### config.mk
export PLATFORM = sky130hd
export DESIGN_NAME = sha256_msg_padder
export DESIGN_NICKNAME = d
export VERILOG_FILES = /design/src/rtl/sha256_msg_padder.sv
export SDC_FILE = /design/constraint.sdc
export NUM_CORES = 2
export LEC_CHECK = 0
export BUFFER_PORTS_ARGS = -buffer_cell sky130_fd_sc_hd__buf_4
export CAP_MARGIN = 10
export CORE_AREA = 2 2 408 410
export DETAILED_ROUTE_END_ITERATION = 7
export DIE_AREA = 0 0 410 412
export PLACE_DENSITY = 0.45
export SLEW_MARGIN = 40
export SYNTH_ARGS = -nofsm -noshare
export SYNTH_HDL_FRONTEND = slang
export SYNTH_SLANG_ARGS = --single-unit
### constraint.sdc
create_clock -name clk -period 57.9 [get_ports clk]
set_clock_uncertainty 0.2 [all_clocks]
set_input_delay 2.895 -clock clk [delete_from_list [all_inputs] [get_ports clk]]
set_output_delay 2.895 -clock clk [all_outputs]
set_load 0.005 [all_outputs]
### src/rtl/sha256_msg_padder.sv
// Collects a short message byte stream into one padded SHA-256 block, starts the
// compression core, and captures the resulting digest. Overlength messages are dropped.
module sha256_msg_padder #(
  parameter int unsigned MAX_BYTES = 55
) (
  input  logic         clk,
  input  logic         rst,
  input  logic [7:0]   s_data,
  input  logic         s_valid,
  input  logic         s_last,
  output logic         s_ready,
  output logic [511:0] block_o,
  output logic         go_o,
  input  logic         core_done_i,
  input  logic [255:0] core_digest_i,
  output logic [255:0] digest_o,
  output logic         digest_valid_o,
  output logic         err_o
);

  localparam logic [5:0] MaxCnt = 6'(MAX_BYTES);

  typedef enum logic [2:0] {
    StCollect,
    StPad,
    StStart,
    StWait,
    StDone,
    StDrop
  } state_e;

  state_e         state_q, state_d;
  logic [5:0]     cnt_q, cnt_d;
  logic [511:0]   block_q, block_d;
  logic [255:0]   digest_q, digest_d;
  logic           err_q, err_d;
  logic           accept;
  logic [8:0]     byte_msb;

  assign s_ready  = (state_q == StCollect) || (state_q == StDrop);
  assign accept   = s_valid & s_ready;
  // MSB bit index of byte slot n; byte 0 sits at the top of the block.
  assign byte_msb = 9'd511 - {cnt_q, 3'b000};

  always_comb begin
    state_d        = state_q;
    cnt_d          = cnt_q;
    block_d        = block_q;
    digest_d       = digest_q;
    err_d          = 1'b0;
    go_o           = 1'b0;
    digest_valid_o = 1'b0;

    unique case (state_q)
      StCollect: begin
        if (accept) begin
          if (cnt_q < MaxCnt) begin
            block_d[byte_msb -: 8] = s_data;
            cnt_d                  = cnt_q + 6'd1;
            if (s_last) begin
              state_d = StPad;
            end
          end else begin
            err_d = 1'b1;
            if (s_last) begin
              block_d = '0;
              cnt_d   = '0;
              state_d = StCollect;
            end else begin
              state_d = StDrop;
            end
          end
        end
      end
      StPad: begin
        block_d[byte_msb -: 8] = 8'h80;
        block_d[63:0]          = {55'd0, cnt_q, 3'b000};
        state_d                = StStart;
      end
      StStart: begin
        go_o    = 1'b1;
        state_d = StWait;
      end
      StWait: begin
        if (core_done_i) begin
          digest_d = core_digest_i;
          state_d  = StDone;
        end
      end
      StDone: begin
        digest_valid_o = 1'b1;
        block_d        = '0;
        cnt_d          = '0;
        state_d        = StCollect;
      end
      StDrop: begin
        if (accept && s_last) begin
          block_d = '0;
          cnt_d   = '0;
          state_d = StCollect;
        end
      end
      default: begin
        state_d = StCollect;
      end
    endcase
  end

  always_ff @(posedge clk or posedge rst) begin
    if (rst) begin
      state_q  <= StCollect;
      cnt_q    <= '0;
      block_q  <= '0;
      digest_q <= '0;
      err_q    <= 1'b0;
    end else begin
      state_q  <= state_d;
      cnt_q    <= cnt_d;
      block_q  <= block_d;
      digest_q <= digest_d;
      err_q    <= err_d;
    end
  end

  assign block_o  = block_q;
  assign digest_o = digest_q;
  assign err_o    = err_q;

endmodule

* Yosys cells after proc, flatten, opt, wreduce, memory -nomap -nowiden *
Index checks and enable logic that the tools add are counted.

word-level totals
  memories = 0
  logic and storage cells = 56
  ROM bits = 0
  input bits = 269
  output and inout bits = 772
  bits in registers = 778
  RAM bits = 0
  latch bits = 0

operators by class
  bitwise operators = 1
  divide/modulo/power cells = 0
  eq/ne operators = 10
  shift-type cells = 3
  multiplexer cells = 24
  $mul = 0
  magnitude comparators = 1
  add/sub/neg operators = 3
  reduce and logical (&&, ||, !) cells = 9

operators by type and width
  operator                                                       count
  two-way mux 512 bit                                            4
  case mux 512 bit (4 select lines)                              1
  bitwise mux 512 bit                                            2
  variable shift 8 x 11 -> 519 bit (first input constant)        1
  variable part select 8 x 11 -> 519 bit                         1
  variable part select 8 x 11 -> 519 bit (first input constant)  1
  two-way mux 6 bit                                              4
  two-way mux 3 bit                                              6
  case mux 6 bit (3 select lines)                                1
  case mux 3 bit (5 select lines)                                1
  AND reduction 4 bit                                            3
  negation 9 -> 11 bit                                           1
  subtractor 9 bit (first input constant)                        1
  adder 6 x 1 -> 6 bit (second input constant)                   1
  == test 3 x 2 -> 1 bit (second input constant)                 2
  == test 3 bit (second input constant)                          2
  less-than comparator 6 bit (second input constant)             1
  two-way mux 1 bit                                              5
  inequality test 2 bit (second input constant)                  2
  nonzero test 4 bit                                             1
  == test 3 x 1 -> 1 bit (second input constant)                 1
  logical NOT 3 bit                                              1
  inequality test 3 x 2 -> 1 bit (second input constant)         1
  inequality test 3 bit (second input constant)                  1
  other kinds (6)                                                6

* Depth between registers and ports, before layout *
  word-level depth = 7
  depth in mapped cells = 9

* Least setup slack after synthesis *
OpenSTA, ideal clock, no wires.

  path kind = input -> register
  start point = input s_last
  end point = register block_q[328], in the netlist block_o[328]
  data required time = 57578 ps
  path slack = 53225 ps
  cell stages on the path = 6
  arrival = 4353 ps
  path through = or4_4 > or3_4 > buf_6 > and3_4 > buf_6 > a32o_1

on the way
  cells in the longest elaborated chain, start to end = 3
  elaborated cells on any way between the ends = 4

ends and longest elaborated chain
  element                                   RTL line  text
  start: declaration                        10        input logic s_last,
  logical AND 1 bit                         97        if (accept && s_last) begin
  inequality test 2 x 1 -> 1 bit (no line)  n/a
  AND reduction 4 bit (no line) *           n/a
  end signal: assignment                    119       block_q <= block_d;
  end: declaration                          34        logic [511:0] block_q, block_d;

Mark *: on every way between the ends. The rest lies on a longest branch, timed or not.
A chain may end at the register's enable or synchronous reset.

==> impl_metrics.yaml <==
synth:
  syn_avg_cell_area_sq_um: 13.9
  yosysSeqAreaShare_pct: 62.6
  synth-edff-count: 0
  syn-num-nets: 2506
  synth_cell_types: 70
  synth_area_leader_cell: "dfrtp_1"
  synthesis.area_sq_um: 31100
  synth.most_common_cell: "dfrtp_1"
  syn_inst: 2231
  synth_top_area_share_pct: 62.6
  ys.warnings.count: 0
  async_flop_share_pct: 100
  synth-seq-cells: 778
  synth.area.top_cells: "dfrtp_1 63%, mux2_2 9.3%, a32o_1 6.6%"
  synth_flop_cell: "dfrtp_1"
  ys_top_cells_by_count: "778 x dfrtp_1, 257 x mux2_2, 206 x a32o_1"
sta:
  rsz0062_at_grt: "false"
  hold_viol_final: 0
  max_slew_margin_pct: 37.9
  setup_viol: 0
  setup_tns_ns: 0
  min_period_over_period_pct: 10.2
  tightest_slew_ns: 0.918
  fmax_ghz: 0.170
  fin_crit_ns: 5.88
  finalWorstSetupSlack_ns: 52.02
  slew_violations: 0
final_layout:
  syn_to_final_growth_pct: 44.9
  stdcell_area_sq_um: 45000
  nets: 3532
  drive_above_1_share_pct: 49.4
  final_util_pct: 27.4
clock_tree:
  htree_levels: 3
  post_cts_resized: 0
  cts_sinks: 778
  clk_latency_ns: 0.73
  cts_buffer_depth: 3
  post_cts_buffers: 0
  clkSlewWorstSetupHoldPaths_ns: 0.06
  hold_buffers: 0
  cts_made_buffers: 96
  cts_tree: "yes"
  root_buffer: "clkbuf_16"
setup_path:
  startpoint: "rst"
  reg2reg_to: "block_o[428]"
  r2r-start: "state_q[0]"
  critPathKind: "in2async"
  reg2reg_slack_ns: 54.13
  worstSetupEndpoint: "block_o[339]"
  r2r_cells: 5
  crit_arrival_ns: 6.47
  cp_max_fo: 114
  cp-end-kind: "asynchronous set/reset pin"
  cp-start-kind: "primary input"
  required_ns: 58.49
power_and_ir_drop:
  power_switching_w: 0.000846
  p_seq_share_pct: 34.4
  power_frac_clock_pct: 27.8
  p_leak_nw: 20.8
  power.density_nw_per_um2: 49.0
  p_comb_share_pct: 37.8
  switching_share_pct: 38.3
  peakVddDrop_v: 0.0000364
  p_int_w: 0.00136
drt:
  routed_wl_um: 175000
  vias_per_cell: 4.58
  first_pass_iters: 5
  final_antenna_net_count: 0
  drc: 0
  drtIter0Drc: 2005
  wl_per_cell_um: 31.7
  vias: 25376
grt:
  grt_pass1_vias: 25867
  grt_max_degree: 115
  antenna_found_initial: 40
  grt_pass1_wl_um: 233000
  track_usage_pct: 20.1
  grt_overflow: 0
die:
  die_area_sq_um: 169000
  start_util_pct: 18.9
  core_area_sq_um: 164000
  fp-row-count: 149
  ios: 1041
  fp.dieH_um: 412
  die_w_um: 410
run:
  cap_violations: 0
place:
  dp_slack_ns: 50.88
  place_area_sq_um: 41800
  port_buffers: 1040
  gp_congestion: 0.851
  dp_hpwl_um: 135000
status:
  status: "completed"
worst_hold_path:
  hp-class: "reg2reg"
-- area by class of cell --
class                           instances  area (sq um)
Inverter                                7          38.8
Clock buffer                          131          2710
Timing Repair Buffer                 1115          8500
Fill cell                           17164        119000
Clock inverter                         41           444
Antenna cell                           15          37.5
Tap cell                             2189          2740
Multi-Input combinational cell       1259         11100
Sequential cell                       778         19500
-- per-stage QoR --
stage / hold slack (ns) / power (W) / std cells
2_1_floorplan: 0.279 / 0.00109 / 2231
3_3_place_gp: 0.276 / 0.00161 / 5339
3_5_place_dp: 0.275 / 0.00162 / 5348
4_1_cts: 0.293 / 0.00225 / 5520
5_1_grt: 0.298 / 0.00231 / 5521
6_report: 0.286 / 0.00221 / 5535
-- layout by cell type (no fill, tap or decap), types with 34 or more instances in the layout --
cell type / netlist / routed
a31oi_1: 37 / 37
clkbuf_16: 0 / 97
nand2_1: 70 / 70
a22o_1: 79 / 79
o2bb2ai_1: 114 / 114
mux2_2: 257 / 257
o211ai_2: 34 / 34
nand3_1: 35 / 34
dfrtp_1: 778 / 776
o21a_1: 58 / 58
a21oi_1: 42 / 41
nor2_1: 54 / 52
a32o_1: 206 / 206
buf_4: 6 / 1101
-- metal layers --
layer	global-route usage (%)	share of wire (%)	up-vias
met1	23.3	39	13347
met5	0	0.090	-
met3	6.54	7.8	237
met2	34.8	50	1071
met4	6.29	3.4	22
li1	-	-	10699
-- state kept, by name, summed over array words and instances (netlist names) --
name,cells
block_o,512
cnt_q,6
digest_o,256
err_o,1
state_q,3
-- worst min-delay path by stage --
stage            startpoint      endpoint  depth (start not counted)  slack [ns]
4_1_cts        block_o[347]  block_o[347]                          1        0.29
3_5_place_dp   block_o[347]  block_o[347]                          1        0.27
6_report       block_o[148]  block_o[148]                          1        0.29
5_1_grt        block_o[486]  block_o[486]                          1        0.30
2_1_floorplan  block_o[145]  block_o[145]                          1        0.28
3_3_place_gp   block_o[326]  block_o[326]                          1        0.28
-- kinds of logic (layout without fill, tap and decap cells) --
family / count (synthesis) / after routing / share of synthesized area (%)
AO/OA/AOI/OAI: 688 / 688 / 19.6
XOR/XNOR: 1 / 1 / 0.0282
multiplexers: 258 / 258 / 9.34
AND/OR/NAND/NOR: 306 / 306 / 5.33
other: 0 / 15 / 0
buffers and inverters: 194 / 1294 / 2.79
adder cells (fa/ha/maj): 6 / 6 / 0.242
flip-flops: 778 / 778 / 62.6
-- critical path, stage by stage --
cell	delay [ns]
buf_4	0.14
inv_12	0.42
buf_6	0.56
buf_4	0.54
buf_4	0.48
buf_6	0.62
buf_4	0.62
-- power groups by stage --
stage / clock, W / sequential [W] / combinational [W]
final: 0.000615 / 0.000759 / 0.000834
after global routing: 0.000652 / 0.000772 / 0.000882
after CTS: 0.000633 / 0.000758 / 0.000855
after detailed placement: 0 / 0.000766 / 0.000853
after global placement: 0 / 0.000762 / 0.000843
after floorplan: 0 / 0.000752 / 0.000342
Note: power is estimated with default switching activity, not from simulation.
